File: src/rtl/pri_encoder_sched.sv
// Registered fixed-priority request scheduler.
// Request pulses set sticky pending bits. The highest-priority pending
// index is issued over a valid/ready handshake. An issued bit is cleared
// only in the cycle the consumer accepts it.
module pri_encoder_sched #(
  parameter int N         = 8,
  parameter bit MSB_FIRST = 1'b1,
  localparam int W        = (N > 1) ? $clog2(N) : 1
) (
  input  logic         clk,
  input  logic         rst,
  input  logic [N-1:0] req_in,
  input  logic         flush,
  input  logic         out_ready,
  output logic         out_valid,
  output logic [W-1:0] out_idx,
  output logic [N-1:0] pending,
  output logic         req_merged
);

  logic [N-1:0] pending_q, pending_d;
  logic         out_valid_q, out_valid_d;
  logic [W-1:0] out_idx_q, out_idx_d;
  logic         req_merged_q, req_merged_d;

  logic         acc;
  logic         load;
  logic [N-1:0] clr;
  logic [N-1:0] pend_nx;

  // Fixed-priority pick. An empty vector yields 0, so out_idx stays 0 when idle.
  function automatic logic [W-1:0] prio_sel(input logic [N-1:0] v);
    logic [W-1:0] sel;
    sel = '0;
    if (MSB_FIRST) begin
      for (int i = 0; i < N; i++) begin
        if (v[i]) sel = W'(i);
      end
    end else begin
      for (int i = N - 1; i >= 0; i--) begin
        if (v[i]) sel = W'(i);
      end
    end
    return sel;
  endfunction

  // Next-state: clear on accept, set from requests (set beats clear), reload output when free.
  always_comb begin
    acc  = out_valid_q & out_ready;
    load = ~out_valid_q | out_ready;
    clr  = '0;
    for (int i = 0; i < N; i++) begin
      clr[i] = acc && (out_idx_q == W'(i));
    end
    pend_nx = (pending_q & ~clr) | req_in;

    pending_d    = pend_nx;
    out_valid_d  = out_valid_q;
    out_idx_d    = out_idx_q;
    req_merged_d = |(req_in & pending_q & ~clr);

    // A stalled output stays frozen; newer requests only land in pending.
    if (load) begin
      out_valid_d = |pend_nx;
      out_idx_d   = prio_sel(pend_nx);
    end

    // Flush drops everything, including requests arriving in the same cycle.
    if (flush) begin
      pending_d    = '0;
      out_valid_d  = 1'b0;
      out_idx_d    = '0;
      req_merged_d = 1'b0;
    end
  end

  // State registers with asynchronous clear.
  always_ff @(posedge clk or posedge rst) begin
    if (rst) begin
      pending_q    <= '0;
      out_valid_q  <= 1'b0;
      out_idx_q    <= '0;
      req_merged_q <= 1'b0;
    end else begin
      pending_q    <= pending_d;
      out_valid_q  <= out_valid_d;
      out_idx_q    <= out_idx_d;
      req_merged_q <= req_merged_d;
    end
  end

  assign out_valid  = out_valid_q;
  assign out_idx    = out_idx_q;
  assign pending    = pending_q;
  assign req_merged = req_merged_q;

endmodule
File: config.mk
export PLATFORM = sky130hd
export DESIGN_NAME = pri_encoder_sched
export DESIGN_NICKNAME = d
export VERILOG_FILES = /design/src/rtl/pri_encoder_sched.sv
export SDC_FILE = /design/constraint.sdc
export NUM_CORES = 1
export LEC_CHECK = 0
export ABC_CLOCK_PERIOD_IN_PS = 3480
export CORE_MARGIN = 4
export CORE_UTILIZATION = 35
export CTS_BUF_LIST = sky130_fd_sc_hd__clkbuf_8 sky130_fd_sc_hd__clkbuf_16
export DETAILED_ROUTE_END_ITERATION = 10
export GPL_TIMING_DRIVEN = 0
export HOLD_SLACK_MARGIN = 0.05
export PLACE_DENSITY = 0.69
export SLEW_MARGIN = 20
export SYNTH_ARGS = -nofsm -noshare
export SYNTH_HDL_FRONTEND = slang
export SYNTH_SLANG_ARGS = --single-unit
File: constraint.sdc
create_clock -name clk -period 3.48 [get_ports clk]
set_input_delay 1.044 -clock clk [delete_from_list [all_inputs] [get_ports clk]]
set_output_delay 1.044 -clock clk [all_outputs]
set_load 0.1 [all_outputs]
==> metrics.csv, run 1 <==
stage,metric,value,unit
floorplanning,Starting Density,37.5,%
sta,min Tclk post-route,3.02,ns
clock_network,cts repair resizes,0,
sta,final setup fails,0,
logic_synthesis,Post-Syn Instances,78,
global_routing,largest net degree at the start of global routing,14,
power,leak pwr,0.413,nW
floorplanning,chip height,54.1,um
power,P_int,0.000291,W
logic_synthesis,Yosys reg bits,13,
clock_network,cts hold-fix bufs,0,
route,TritonRoute pass-1 iters,4,
setup_path,Worst Setup EP,out_idx[0],
place,Final HPWL DP,1380,um
global_routing,first-pass GRT wire length,3020,um
sta,Peak Freq,0.332,GHz
setup_path,worst r2r dst,out_valid$_DFFE_PP0P_,
sta,Clock Skews,0.00232,ns
logic_synthesis,Post-synth EDFFs,0,
floorplanning,Core Rows,16,
route,total number of vias,696,
logic_synthesis,Synth area leaders,"dfrtp_1 44%, nor2_1 5.6%, o211ai_1 4.0%",
route,final wirelength,1810,um
clock_network,Worst-path clk slew,0.05,ns
power,Pwr Total,0.000480,W
clock_network,Inserted Clock Buffers,3,
clock_network,clock sink total,13,
route,Routed WL per cell,13.7,um
sta,slew margin rel.,34.6,%
clock_network,setup bufs post-CTS,0,
power,sequential power share,36.5,%
logic_synthesis,fraction of the yosys area taken by sequential cells,43.8,%
flow_run,max-cap violations,0,
cells_and_area,synth-to-layout area growth,41.6,%
global_routing,vias in the first global route,714,
floorplanning,DIE AREA,2920,sq um
setup_path,CP endpoint kind,primary output,
logic_synthesis,Mapped Nets,90,
power,Clk pwr share,27.0,%
cells_and_area,Final nets,118,
cells_and_area,Non-Filler Instances,132,
floorplanning,Boundary Pins,25,
setup_path,Critical Path AT,1.97,ns
sta,worst-margin pin slew,0.978,ns
sta,RSZ-0062 raised after global routing,false,
clock_network,H-tree levels,1,
route,drt via density,5.27,
logic_synthesis,synth cell count leaders,"13 x dfrtp_1, 11 x nor2_1, 6 x nand2_1",
floorplanning,width of the die,54.1,um
setup_path,FF-to-FF path depth,5,
power,Max VDD drop,0.000265,V
clock_network,root buffer cell,clkbuf_8,
setup_path,Worst EP required,2.44,ns
place,Cells after DPL,128,
floorplanning,CORE AREA,1980,sq um
place,port bufs,23,
setup_path,CP top delay family,buffers and inverters,
power,PD cells,456,nW/um^2
route,DRT iter0 DRCs,11,
sta,Final TNS setup,0,ns
route,ANT nets after route,0,
power,Gate power share,36.6,%
logic_synthesis,Synth async-reset ratio,100,%
clock_network,CTS tree,yes,
logic_synthesis,most numerous cell in the Yosys netlist,dfrtp_1,
global_routing,GRT Residual Overflow,0,
hold_path,Hold WC Path Type,register to register,
setup_path,crit start category,register,
setup_path,CP max stage delay,1.21,ns
setup_path,Max Fanout on Critical Path,9,
setup_path,Critical path origin,out_idx[0]$_DFFE_PP0P_,
global_routing,initial antenna violation count,0,
setup_path,CP max-delay cell,clkdlybuf4s50_1,
logic_synthesis,Synth cell types,31,
cells_and_area,share of cells above drive strength 1,11.4,%
power,Net Sw Frac,39.4,%
setup_path,Crit Path Category,register to primary output,
logic_synthesis,share of the synthesized area in the top cell type,43.8,%
logic_synthesis,synthesized cell area,743,sq um
sta,max-slew violation count,0,
setup_path,r2r setup slk,1.69,ns
clock_network,clock latency on the worst-skew pair,0.24,ns
sta,fin crit share,86.7,%
logic_synthesis,warning count from the yosys run,0,
logic_synthesis,"Top FF cell, synth",dfrtp_1,
setup_path,worst path cell trace,clkdlybuf4s50_1,
logic_synthesis,Avg Synthesized Cell Area,9.53,sq um
place,GPL Wtd Cong,0.749,
setup_path,Worst R2R Start,out_idx[2]$_DFFE_PP0P_,
logic_synthesis,cell taking the most area after synthesis,dfrtp_1,
cells_and_area,Antenna Cells,0,
route,Post-route DRC,0,
clock_network,deepest clock path buffer count,2,
power,Sw Pwr,0.000189,W
setup_path,worst path buffer plus inverter count,1,
run_status,outcome,finished clean,
sta,final hold violations,0,
setup_path,WP depth,1,
global_routing,Total Routing Usage GR,14.6,%
==> layer usage <==
metal	GRT usage, %	up-vias	wire length [um]
met5	0	-	0
li1	-	340	-
met4	7.05	0	12
met1	18.6	326	782
met2	23.0	28	885
met3	3.32	2	125
==> cells in the final DEF, fill, tap and decap left out <==
master           netlist  layout
clkdlybuf4s50_1        0      23
dfrtp_1               13      13
nor2_1                11      11
nand2_1                6       6
or2_2                  4       4
inv_1                  3       4
and2_1                 4       4
o211ai_1               4       4
nand3_1                3       3
clkbuf_8               0       3
nand3b_1               2       2
o31a_1                 2       2
or3_1                  2       2
o22ai_1                2       2
o21ai_0                2       2
nor3_1                 2       2
a22o_1                 2       2
o21a_1                 1       1
nand3_4                1       1
nand2b_4               1       1
o31ai_4                1       1
or3b_1                 1       1
o31ai_1                1       1
nand2b_1               1       1
o31ai_2                1       1
o221ai_1               1       1
clkbuf_1               1       1
and2b_1                1       1
a31oi_1                1       1
o21ai_1                1       1
a21oi_2                1       1
o311ai_1               1       1
a41oi_1                1       1
==> cells by family after synthesis <==
| group | synth area share [%] |
|---|---|
| AOI/OAI and AO/OA | 24.6 |
| buffers and inverters | 2.02 |
| DFF | 43.8 |
| and+or+nand+nor | 29.6 |
==> worst reg2reg max path, cell delays in order (launching register included) <==
cell and delay [ns]:
dfrtp_1 0.42, nand3b_1 0.29, o31a_1 0.37, nor3_1 0.21, nand3_1 0.11, o31a_1 0.26
==> metrics by stage <==
step	setup slack (ns)	area, sq um	util (%)	hold slack (ns)
2_1_floorplan	1.20	743	-	0.921
3_3_place_gp	0.592	1010	50.8	0.550
3_5_place_dp	0.580	1010	50.8	0.576
4_1_cts	0.455	1050	53.1	0.592
5_1_grt	0.421	1050	53.1	0.630
6_report	0.465	1050	53.1	0.579
==> worst min path at each step <==
stage	start	end	slack (ns)	cells after the start
floorplan	rst	out_idx[0]$_DFFE_PP0P_	0.92	1
finish	pending[0]$_DFF_PP0_	pending[0]$_DFF_PP0_	0.58	2
global route	pending[0]$_DFF_PP0_	pending[0]$_DFF_PP0_	0.63	2
global placement	pending[0]$_DFF_PP0_	pending[0]$_DFF_PP0_	0.55	2
CTS	pending[0]$_DFF_PP0_	pending[0]$_DFF_PP0_	0.59	2
detailed placement	pending[0]$_DFF_PP0_	pending[0]$_DFF_PP0_	0.58	2
==> power by group through the flow <==
stage,clock network [W],registers (W),logic (W)
finish,0.000130,0.000175,0.000176
global route,0.000141,0.000178,0.000184
CTS,0.000132,0.000175,0.000176
detailed placement,0,0.000178,0.000176
global placement,0,0.000178,0.000175
floorplan,0,0.000260,0.0000430
==> sequential cells by signal, summed over array words and instances (netlist names) <==
signal	flops
req_merged	1
out_valid	1
pending	8
out_idx	3
==> area by class of cell <==
class                   count  area, sq um
fillers                   189          930
multi-input cells          61          403
flip-flops and latches     13          325
repair buffers             23          230
clock buffers               3         41.3
well taps                  27         33.8
inverters                   3         11.3
clock inverters             1         3.75
plain buffers               1         3.75
Note: power is estimated with default switching activity, not from simulation.
==> run 2: changes to the inputs <==
--- a/config.mk
+++ b/config.mk
@@ -5,6 +5,7 @@
 export SDC_FILE = /design/constraint.sdc
 export NUM_CORES = 1
 export LEC_CHECK = 0
+export ABC_AREA = 1
 export ABC_CLOCK_PERIOD_IN_PS = 3480
 export CORE_MARGIN = 4
 export CORE_UTILIZATION = 35
@@ -12,7 +13,8 @@
 export DETAILED_ROUTE_END_ITERATION = 10
 export GPL_TIMING_DRIVEN = 0
 export HOLD_SLACK_MARGIN = 0.05
-export PLACE_DENSITY = 0.69
+export PLACE_DENSITY = 0.7
+export REMOVE_ABC_BUFFERS = 1
 export SLEW_MARGIN = 20
 export SYNTH_ARGS = -nofsm -noshare
 export SYNTH_HDL_FRONTEND = slang
==> run 2 against run 1 <==
Effect of this change: die area down 5.3%; clock power about the same; cell count rose by 6.8%; worst hold slack better by 0.0041 ns; synthesized area is 6.2% lower; non-clock buffer count stayed put; maximum frequency rose by 3.9%; highest routed layer unchanged; count of clock-buffer cells in the layout stayed put; largest cell class unchanged; sequential power about the same; first-iteration DRC count rose by 45%.
==> metrics.csv, run 2 <==
stage,metric,value,unit,change
run_status,outcome,finished clean,,
clock_network,cts hold-fix bufs,0,,unchanged
sta,Peak Freq,0.345,GHz,+3.9%
global_routing,Top Usage Layer GRT,met2,,
clock_network,cts repair resizes,0,,unchanged
route,Post-route DRC,0,,unchanged
setup_path,worst path cell trace,clkdlybuf4s50_1,,
global_routing,GR Util met1,19.3,%,+0.68 points
route,Routed WL per cell,12.6,um,-7.8%
floorplanning,Core Rows,15,,-1
cells_and_area,fin util,56.0,%,+2.9 points
clock_network,clock latency on the worst-skew pair,0.24,ns,about the same
hold_path,Hold WC Path Type,register to register,,
logic_synthesis,Synth area leaders,"dfrtp_1 47%, nand2_1 13%, nor2_1 8.1%",,
power,PD cells,468,nW/um^2,+2.5%
floorplanning,Starting Density,38.7,%,+1.2 points
logic_synthesis,Avg Synthesized Cell Area,7.83,sq um,-18%
clock_network,deepest clock path buffer count,2,,unchanged
logic_synthesis,cell taking the most area after synthesis,dfrtp_1,,
sta,worst-margin pin slew,0.988,ns,+0.0102 ns
sta,Clock Skews,0.00219,ns,-0.000134 ns
place,pre-CTS WS,0.816,ns,+0.237 ns
clock_network,root buffer cell,clkbuf_8,,
logic_synthesis,share of the synthesized area in the top cell type,46.7,%,+2.9 points
setup_path,worst path buffer plus inverter count,1,,unchanged
setup_path,Max Fanout on Critical Path,6,,-3
logic_synthesis,Synth cell types,22,,-29%
sta,final setup fails,0,,unchanged
logic_synthesis,Post-synth EDFFs,0,,unchanged
clock_network,setup bufs post-CTS,0,,unchanged
place,port bufs,24,,+4.3%
hold_path,min-delay src,pending[3]$_DFF_PP0_,,
setup_path,CP max stage delay,1.17,ns,-0.04 ns
sta,Final TNS setup,0,ns,unchanged
logic_synthesis,"Top FF cell, synth",dfrtp_1,,
global_routing,first-pass GRT wire length,2840,um,-6.0%
floorplanning,DIE AREA,2770,sq um,-5.3%
route,TritonRoute pass-1 iters,4,,unchanged
route,DRT iter0 DRCs,16,,+5
global_routing,met3 GRT Util,2.56,%,-0.76 points
place,GPL Wtd Cong,0.784,,+4.7%
cells_and_area,max reg flops,8,,unchanged
setup_path,Critical path origin,out_idx[0]$_DFFE_PP0P_,,
flow_run,max-cap violations,0,,unchanged
logic_synthesis,Post-Syn Instances,89,,+14%
floorplanning,CORE AREA,1800,sq um,-9.1%
clock_network,Inserted Clock Buffers,3,,unchanged
cells_and_area,"commonest non-fill, non-tap cells in the layout","24 x nand2_1, 24 x clkdlybuf4s50_1, 15 x nor2_1",,
power,Max VDD drop,0.000234,V,-12%
global_routing,initial antenna violation count,0,,unchanged
setup_path,Critical Path AT,1.86,ns,-0.11 ns
cells_and_area,# fillers,179,,-5.3%
sta,setup ws final,0.578,ns,+0.113 ns
setup_path,crit start category,register,,
clock_network,Worst-path clk slew,0.05,ns,about the same
logic_synthesis,Yosys reg bits,13,,unchanged
global_routing,largest net degree at the start of global routing,14,,unchanged
power,Pwr Total,0.000473,W,-1.6%
sta,min Tclk post-route,2.90,ns,-0.113 ns
setup_path,CP top delay family,buffers and inverters,,
floorplanning,width of the die,52.6,um,-2.7%
place,Final HPWL DP,1360,um,-0.82%
setup_path,Worst R2R Start,out_idx[2]$_DFFE_PP0P_,,
logic_synthesis,synth cell count leaders,"24 x nand2_1, 15 x nor2_1, 13 x dfrtp_1, 10 x inv_1, 6 x nand3_1",,
floorplanning,chip height,52.6,um,-2.7%
cells_and_area,share of cells above drive strength 1,8.62,%,-2.8 points
sta,slew margin rel.,33.9,%,-0.68 points
setup_path,CP max-delay cell,clkdlybuf4s50_1,,
floorplanning,Boundary Pins,25,,unchanged
cells_and_area,synth-to-layout area growth,44.9,%,
setup_path,r2r setup slk,1.97,ns,+0.28 ns
clock_network,H-tree levels,1,,unchanged
global_routing,Total Routing Usage GR,14.3,%,-0.24 points
setup_path,CP endpoint kind,primary output,,
route,drt via density,4.86,,-7.9%
route,ANT nets after route,0,,unchanged
logic_synthesis,synthesized cell area,697,sq um,-6.2%
global_routing,GRT Residual Overflow,0,,unchanged
setup_path,Worst EP required,2.44,ns,about the same
logic_synthesis,most numerous cell in the Yosys netlist,nand2_1,,
cells_and_area,Final nets,129,,+9.3%
sta,final hold violations,0,,unchanged
clock_network,clock sink total,13,,unchanged
route,total number of vias,685,,-1.6%
sta,max-slew violation count,0,,unchanged
power,leak pwr,0.453,nW,+9.6%
logic_synthesis,fraction of the yosys area taken by sequential cells,46.7,%,+2.9 points
sta,RSZ-0062 raised after global routing,false,,
sta,Hold WS,0.583,ns,+0.00409 ns
cells_and_area,Antenna Cells,0,,unchanged
global_routing,vias in the first global route,657,,-8.0%
route,final wirelength,1780,um,-1.6%
sta,fin crit share,83.4,%,-3.3 points
setup_path,Crit Path Category,register to primary output,,
logic_synthesis,warning count from the yosys run,0,,unchanged
clock_network,CTS tree,yes,,
global_routing,GRT met2 Usage,20.9,%,-2.1 points
logic_synthesis,Synth async-reset ratio,100,%,unchanged
run 2: worst paths after layout:
kind | to | depth (start not counted)
setup / recovery | out_idx[0] | 1
hold / removal | pending[3]$_DFF_PP0_ | 2
setup reg to reg | out_valid$_DFFE_PP0P_ | 6
hold reg to reg | pending[3]$_DFF_PP0_ | 2
max in group asynchronous | req_merged$_DFF_PP0_ | 2
min in group asynchronous | pending[5]$_DFF_PP0_ | 2
run 2: final cells by class:
cell class | count | area, sq um | area share, %
Inverter | 10 | 37.5 | 3.72
Tap cell | 25 | 31.3 | 3.10
Timing Repair Buffer | 24 | 240 | 23.8
Multi-Input combinational cell | 65 | 330 | 32.7
Clock buffer | 3 | 41.3 | 4.09
Clock inverter | 1 | 3.75 | 0.372
Sequential cell | 13 | 325 | 32.2
run 2: logic make-up after synthesis:
group                  count (synthesis)  share of synthesized area (%)
AO/OA/AOI/OAI                         13                           14.9
buffers and inverters                 11                           5.92
flip-flops                            13                           46.7
AND/OR/NAND/NOR                       52                           32.5
run 2: layer usage:
metal | share of wire (%) | vias up
li1 | - | 340
met1 | 47 | 318
met2 | 46 | 22
met3 | 4.7 | 5
met4 | 2.5 | 0
met5 | 0 | -
run 2: power breakdown:
group	switching [W]	internal (W)	leakage, nW
clock	0.0000524	0.0000778	0.0269
combinational	0.000123	0.0000456	0.266
sequential	0.0000106	0.000163	0.160
total	0.000186	0.000286	0.453
run 2: stage by stage:
step,area [sq um],std cells
after global placement,965,137
final,1010,141
after global routing,1010,141
after CTS,1010,141
after detailed placement,965,137
after floorplan,693,88
